===== config.mk =====
export PLATFORM = sky130hd
export DESIGN_NAME = motion_sched
export DESIGN_NICKNAME = d
export VERILOG_FILES = /design/src/rtl/motion_sched.sv
export SDC_FILE = /design/constraint.sdc
export NUM_CORES = 1
export LEC_CHECK = 0
export BUFFER_PORTS_ARGS = -buffer_cell sky130_fd_sc_hd__buf_4
export CAP_MARGIN = 5
export CORE_MARGIN = 4
export CORE_UTILIZATION = 55
export DETAILED_ROUTE_END_ITERATION = 16
export HOLD_SLACK_MARGIN = 0.15
export PLACE_DENSITY = 0.75
export SLEW_MARGIN = 10
export SYNTH_ARGS = -nofsm -noshare
export SYNTH_HDL_FRONTEND = slang
export SYNTH_SLANG_ARGS = --single-unit

===== constraint.sdc =====
create_clock -name clk -period 5.3 [get_ports clk]
set_input_delay 0.53 -clock clk [delete_from_list [all_inputs] [get_ports clk]]
set_output_delay 0.53 -clock clk [all_outputs]
set_load 0.02 [all_outputs]

===== src/rtl/motion_sched.sv =====
// Motor-line scheduler: fixed-priority arbitration of three requesters onto one
// H-bridge pair, PWM speed gating, and a dead window on owner change or reversal.
module motion_sched #(
    parameter logic [15:0] DEAD_CYC = 16'd5000
) (
    input  logic       clk,
    input  logic       rst_n,
    input  logic       trk_req,
    input  logic [3:0] trk_cmd,
    input  logic       avd_req,
    input  logic [3:0] avd_cmd,
    input  logic       rmt_req,
    input  logic [3:0] rmt_cmd,
    input  logic [7:0] duty,
    output logic [3:0] motor,
    output logic [2:0] grant,
    output logic       dead
);

    typedef enum logic [1:0] {ST_IDLE = 2'd0, ST_RUN = 2'd1, ST_DEAD = 2'd2} state_t;
    typedef enum logic [1:0] {DIR_STOP = 2'd0, DIR_FWD = 2'd1, DIR_REV = 2'd2} dir_t;

    localparam logic [15:0] DEAD_LOAD = (DEAD_CYC == 16'd0) ? 16'd0 : DEAD_CYC - 16'd1;

    function automatic logic [1:0] sanitize(input logic [1:0] side);
        return (side == 2'b11) ? 2'b00 : side;
    endfunction

    // fwd_msb selects which line of the pair means forward (IN4 on side A, IN1 on side B)
    function automatic dir_t side_dir(input logic [1:0] side, input logic fwd_msb);
        if (side == 2'b00 || side == 2'b11) begin
            return DIR_STOP;
        end else if (side[1] == fwd_msb) begin
            return DIR_FWD;
        end else begin
            return DIR_REV;
        end
    endfunction

    function automatic logic reverses(input dir_t last_dir, input dir_t cur_dir);
        return (last_dir == DIR_FWD && cur_dir == DIR_REV) ||
               (last_dir == DIR_REV && cur_dir == DIR_FWD);
    endfunction

    state_t      state_q, state_d;
    dir_t        last_a_q, last_a_d, last_b_q, last_b_d;
    dir_t        dir_a_s, dir_b_s;
    logic [3:0]  motor_q, motor_d;
    logic [2:0]  grant_q, grant_d;
    logic        dead_q, dead_d;
    logic [15:0] cnt_q, cnt_d;
    logic [7:0]  pcnt_q, pcnt_d;
    logic [2:0]  win_s;
    logic [3:0]  win_cmd_s, clean_cmd_s;
    logic        any_req_s, rev_s, pwm_on_s, apply_s;

    // Fixed-priority winner selection: avd > rmt > trk
    always_comb begin
        win_s     = 3'b000;
        win_cmd_s = 4'b0000;
        if (avd_req) begin
            win_s     = 3'b100;
            win_cmd_s = avd_cmd;
        end else if (rmt_req) begin
            win_s     = 3'b010;
            win_cmd_s = rmt_cmd;
        end else if (trk_req) begin
            win_s     = 3'b001;
            win_cmd_s = trk_cmd;
        end else begin
            win_s     = 3'b000;
            win_cmd_s = 4'b0000;
        end
    end

    assign any_req_s   = avd_req | rmt_req | trk_req;
    assign clean_cmd_s = {sanitize(win_cmd_s[3:2]), sanitize(win_cmd_s[1:0])};
    assign dir_a_s     = side_dir(clean_cmd_s[3:2], 1'b1);
    assign dir_b_s     = side_dir(clean_cmd_s[1:0], 1'b0);
    assign rev_s       = reverses(last_a_q, dir_a_s) | reverses(last_b_q, dir_b_s);
    assign pwm_on_s    = (pcnt_q < duty);
    assign pcnt_d      = pcnt_q + 8'd1;

    // Next-state, grant and dead-counter logic; apply_s marks a cycle that drives the winner
    always_comb begin
        state_d  = state_q;
        grant_d  = grant_q;
        cnt_d    = cnt_q;
        apply_s  = 1'b0;
        case (state_q)
            ST_IDLE: begin
                if (any_req_s) begin
                    grant_d = win_s;
                    if (rev_s) begin
                        state_d = ST_DEAD;
                        cnt_d   = DEAD_LOAD;
                    end else begin
                        state_d = ST_RUN;
                        apply_s = 1'b1;
                    end
                end else begin
                    grant_d = 3'b000;
                end
            end
            ST_RUN: begin
                if (!any_req_s) begin
                    state_d = ST_IDLE;
                    grant_d = 3'b000;
                end else if (win_s != grant_q || rev_s) begin
                    state_d = ST_DEAD;
                    grant_d = win_s;
                    cnt_d   = DEAD_LOAD;
                end else begin
                    apply_s = 1'b1;
                end
            end
            ST_DEAD: begin
                grant_d = win_s;
                if (cnt_q == 16'd0) begin
                    if (any_req_s) begin
                        state_d = ST_RUN;
                        apply_s = 1'b1;
                    end else begin
                        state_d = ST_IDLE;
                    end
                end else begin
                    cnt_d = cnt_q - 16'd1;
                end
            end
            default: begin
                state_d = ST_IDLE;
                grant_d = 3'b000;
                cnt_d   = 16'd0;
            end
        endcase
    end

    // Motor lines and remembered directions only move on cycles that drive the winner
    always_comb begin
        motor_d  = 4'b0000;
        last_a_d = last_a_q;
        last_b_d = last_b_q;
        if (apply_s) begin
            motor_d  = clean_cmd_s & {4{pwm_on_s}};
            last_a_d = dir_a_s;
            last_b_d = dir_b_s;
        end else begin
            motor_d  = 4'b0000;
        end
        dead_d = (state_d == ST_DEAD);
    end

    // State and output registers
    always_ff @(posedge clk or negedge rst_n) begin
        if (!rst_n) begin
            state_q  <= ST_IDLE;
            motor_q  <= 4'b0000;
            grant_q  <= 3'b000;
            dead_q   <= 1'b0;
            cnt_q    <= 16'd0;
            pcnt_q   <= 8'd0;
            last_a_q <= DIR_STOP;
            last_b_q <= DIR_STOP;
        end else begin
            state_q  <= state_d;
            motor_q  <= motor_d;
            grant_q  <= grant_d;
            dead_q   <= dead_d;
            cnt_q    <= cnt_d;
            pcnt_q   <= pcnt_d;
            last_a_q <= last_a_d;
            last_b_q <= last_b_d;
        end
    end

    assign motor = motor_q;
    assign grant = grant_q;
    assign dead  = dead_q;

endmodule


# After elaboration in Yosys (flattened, before gate mapping)
# Index checks and enable logic that the tools add are counted.
# word_totals
register_bits,38
output_inout_bits,8
# op_classes
n_addsub,2
order_cmp,1
n_eq_ne,22
muxes,37
bitwise_logic,4
reduce_logical,14
# ops
cell,n
16-bit 2-to-1 mux,5
16-bit case mux with 3 select lines,1
2-bit 2-to-1 mux,12
2-bit == test (second input constant),10
16-bit zero test,1
4-bit 2-to-1 mux,4
16-bit by 1-bit subtractor with 16-bit output (second input constant),1
3-bit 2-to-1 mux,4
2-bit by 1-bit == test with 1-bit output (second input constant),5
2-bit inequality test (second input constant),5
3-bit case mux with 3 select lines,1
8-bit by 1-bit adder with 8-bit output (second input constant),1
8-bit < comparator,1
1-bit 2-to-1 mux,8
2-bit zero test,3
2-bit case mux with 3 select lines,1
1-bit logical OR,5
5-bit AND reduction,1
4-bit bitwise AND,1
1-bit logical AND,4
3-bit inequality test,1
3-bit inequality test (second input constant),1
1-bit OR,3
1-bit case mux with 3 select lines,1

# Depth between registers and ports, before layout
# logic_depth
depth_word,17
mapped_depth,10
mapped_depth_nobuf,8

# Least setup slack after synthesis
# OpenSTA, ideal clock, no wires.
# synth_path
path_kind,input port to flip-flop
from,in rmt_req
to,reg cnt_q[10]
arrival_time_ns,2.091
path_slack_ns,3.082
path_stages,9
path_cell_list,buf_6 -> nand3b_1 -> a21oi_2 -> nor4_1 -> a2111o_2 -> o211ai_4 -> or2_1 -> buf_6 -> o31ai_2
# synth_between
elab_chain_cells,14
# synth_lines
element,line,source
from (decl),12,"input logic rmt_req,"
4-bit 2-to-1 mux,64,end else if (rmt_req) begin
4-bit 2-to-1 mux,61,if (avd_req) begin
2-bit == test,26,return (side == 2'b11) ? 2'b00 : side;
2-bit 2-to-1 mux,26,
2-bit == test / 2-bit zero test (equally long branches),31,if (side == 2'b00 || side == 2'b11) begin
1-bit logical OR,31,
2-bit 2-to-1 mux,31,
2-bit == test / 2-bit by 1-bit == test with 1-bit output (equally long branches),"41, 42",
"1-bit logical AND, on equally long branches","41, 42",
1-bit logical OR,41,return (last_dir == DIR_FWD && cur_dir == DIR_REV) ||
1-bit OR,80,"assign rev_s = reverses(last_a_q, dir_a_s) | reverses(last_b_q, dir_b_s);"
1-bit logical OR,109,end else if (win_s != grant_q || rev_s) begin
2-bit inequality test (no source line),-,
5-bit AND reduction (no source line) *,-,
to (signal assigned),169,cnt_q <= cnt_d;
to (decl),51,"logic [15:0] cnt_q, cnt_d;"
# Every way passes the cells marked *; elsewhere a longest branch is shown, timed or not.
# A chain may end at the register's enable or synchronous reset.

# Final worst setup path
# layout_path
from,in rmt_req
to,reg cnt_q[14]
# The elaborated chain is that of the path after synthesis.

==> results.json <==
{
  "viasPerCell": 5.738,
  "timing.fmax_mhz": 372.3,
  "synth_flop_cell": "dfrtp_1",
  "fin_ws_ns": 2.614,
  "preCtsSetupSlack_ns": 2.325,
  "post-route-min-period_ns": 2.686,
  "worst-path-max-fanout": 24,
  "route.detailed.drc": 0,
  "dieWidth_um": 74.37,
  "synth_edf_count": 0,
  "num_rows": 23,
  "critical_path_class": "input port to register",
  "cts_hold_buf": 0,
  "async_reset_ff_frac": 1.000,
  "slew_headroom": 0.5477,
  "postCtsResizedCells": 0,
  "r2r-end": "cnt_q[14]",
  "slowest_stage": "o211ai_4",
  "fill_cells": 344,
  "die_y_um": 74.37,
  "syn_inst": 262,
  "fin_area_um2": 2748,
  "holdWs_ns": 0.1921,
  "fin_crit_sh": 0.5068,
  "ys_ff_latch": 38,
  "overflow": 0,
  "grt_antenna_before_repair": 0,
  "netlist_area_um2": 2422,
  "num_io_pins": 33,
  "grt_use_total": 0.1932,
  "start_kind": "input port",
  "nets": 330,
  "die-area_um2": 5530,
  "seqCellArea_um2": 950.9,
  "crit_arrival_ns": 2.85,
  "synth.net_count": 300,
  "cts_tree": "done",
  "r2r_slack_ns": 2.64,
  "setup_violations": 0,
  "slowest_delay_ns": 0.59,
  "finalMaxSlewViolations": 0,
  "critPathLaunch": "rmt_req",
  "antenna_cells": 0,
  "hold_path_class": "input port to asynchronous set/reset pin",
  "first_global_vias": 1936,
  "start_util": 0.5886,
  "post_cts_buffers": 0,
  "power.density_nw_per_um2": 466.9,
  "cts_buffer_depth": 2,
  "numCtsBuffers": 5,
  "grt_max_degree": 39,
  "status": "finished clean",
  "fin_skew_ns": 0.01130,
  "cp_cell_sequence": "buf_4 -> nand3b_1 -> a21oi_1 -> nor4bb_1 -> a2111o_2 -> o211ai_4 -> or2_1 -> o21ai_2",
  "first_pass_iters": 4,
  "power_leakage_nw": 1.293,
  "path_delay_family": "compound AO/OA/AOI/OAI gates",
  "fp.coreArea_um2": 4115,
  "place_area_um2": 2653,
  "required_ns": 5.46,
  "gp_congestion": 0.8344,
  "reg2reg_depth": 7,
  "worst-path-buf-inv": 1,
  "drt_iter0_drc": 108,
  "grt_pass1_wl_um": 8369,
  "cts_sinks": 38,
  "cap_violations": 0,
  "crit_cells": 8,
  "tns_ns": 0,
  "syn_avg_cell_area_um2": 9.246,
  "htreeDepth": 2,
  "cts-root-buf": "clkbuf_8",
  "syn2layout_area_growth_pct": 13.43,
  "hold_viol": 0,
  "yosys_warnings": 0,
  "vias": 1968,
  "yosysUniqueCellTypes": 56,
  "path_clk_slew_ns": 0.08,
  "multi_input_area_um2": 1328,
  "ant_nets": 0,
  "cp-end-kind": "register",
  "grt_setup_unrepaired": "no",
  "worst_pin_slew_ns": 0.6727,
  "wirelength_um": 4876,
  "port_buffers": 32,
  "drive_above_1_share": 0.2116,
  "power.total_w": 0.001283,
  "clk_latency_ns": 0.29,
  "routedWlPerCell_um": 14.22,
  "reg2reg_from": "grant[0]",
  "endpoint": "cnt_q[14]",
  "synth-seq-area-share": 0.3926,
  "hpwl_um": 3557,
  "vdd_drop_max_mv": 0.2054
}
==> power by group <==
part / internal (W) / switching, W / total (W)
registers: 0.000363 / 0.0000589 / 0.000422
logic: 0.000255 / 0.000396 / 0.000651
clock network: 0.000105 / 0.000105 / 0.000210
total: 0.000722 / 0.000561 / 0.00128
==> layout make-up <==
cell class,instances,area share
Multi-Input combinational cell,196,0.4831
Sequential cell,38,0.3461
Timing Repair Buffer,32,0.08743
Clock buffer,6,0.03005
Inverter,19,0.02596
Tap cell,50,0.02277
Clock inverter,2,0.004554
==> Yosys cell counts (all sizes together), types with 3 or more instances <==
master	instances	area [um2]
a31oi	3	18.77
buf	6	61.30
xnor2	5	43.79
dfrtp	38	950.9
nor3	9	45.04
nand3	6	30.03
o31ai	5	57.56
nand3b	6	45.04
a21o	3	22.52
nor4	6	43.79
mux2i	3	30.03
nor2b	5	31.28
a21oi	21	131.4
and3	3	18.77
o21ai	24	138.9
clkbuf	3	11.26
ha	13	162.7
nand2	18	67.56
nor2	31	116.4
inv	19	71.32
==> cells in the final DEF, fill, tap and decap left out, drive strengths merged, types with 6 or more instances in the layout <==
cell / synthesis / final
dfrtp: 38 / 38
buf: 6 / 32
nor2: 31 / 31
o21ai: 24 / 24
a21oi: 21 / 21
inv: 19 / 19
nand2: 18 / 18
ha: 13 / 13
nor3: 9 / 9
nand3: 6 / 6
nand3b: 6 / 6
clkbuf: 3 / 6
nor4: 6 / 6
==> worst register-to-register path, cell delays in order (launching register included) <==
cell	delay, ns
dfrtp_1	0.43
xnor2_1	0.15
a2bb2oi_1	0.08
o31ai_1	0.56
a21oi_2	0.16
o211ai_4	0.56
or2_1	0.46
o21ai_2	0.12
==> worst min path at each step <==
stage / start / endpoint / slack (ns) / cells past startpoint
CTS: rst_n / grant[1] / 0.21 / 1
finish: rst_n / motor[0] / 0.19 / 1
detailed placement: pcnt_q[7] / pcnt_q[7] / 0.47 / 1
global placement: pcnt_q[7] / pcnt_q[7] / 0.47 / 1
global route: rst_n / grant[2] / 0.22 / 1
floorplan: rst_n / cnt_q[0] / 0.23 / 0
==> metrics by stage <==
stage               std cells    util
finish                    343  0.6677
global route              343  0.6677
CTS                       343  0.6677
detailed placement        335  0.6446
global placement          335  0.6446
floorplan                 262       -
==> registers in the layout, summed over array words and instances (netlist names) <==
register,count
last_a_q,2
last_b_q,2
grant,3
dead,1
pcnt_q,8
cnt_q,16
motor,4
state_q,2
==> cell families after synthesis <==
kind of cell | count (synthesis) | synth area share
buf+inv | 28 | 0.05940
compound gates | 69 | 0.2077
simple gates | 102 | 0.2247
flops | 38 | 0.3926
mux | 5 | 0.02324
fa+ha+maj | 13 | 0.06715
xor+xnor | 7 | 0.02531
==> metal layers <==
| layer | wire (um) | vias to the layer above | GRT usage |
|---|---|---|---|
| met5 | 0 | - | 0 |
| met4 | 58 | 0 | 0.06324 |
| met1 | 2227 | 923 | 0.2491 |
| li1 | - | 990 | - |
| met2 | 2302 | 50 | 0.3259 |
| met3 | 287 | 5 | 0.03784 |
Power figures use the tool's default switching activity.
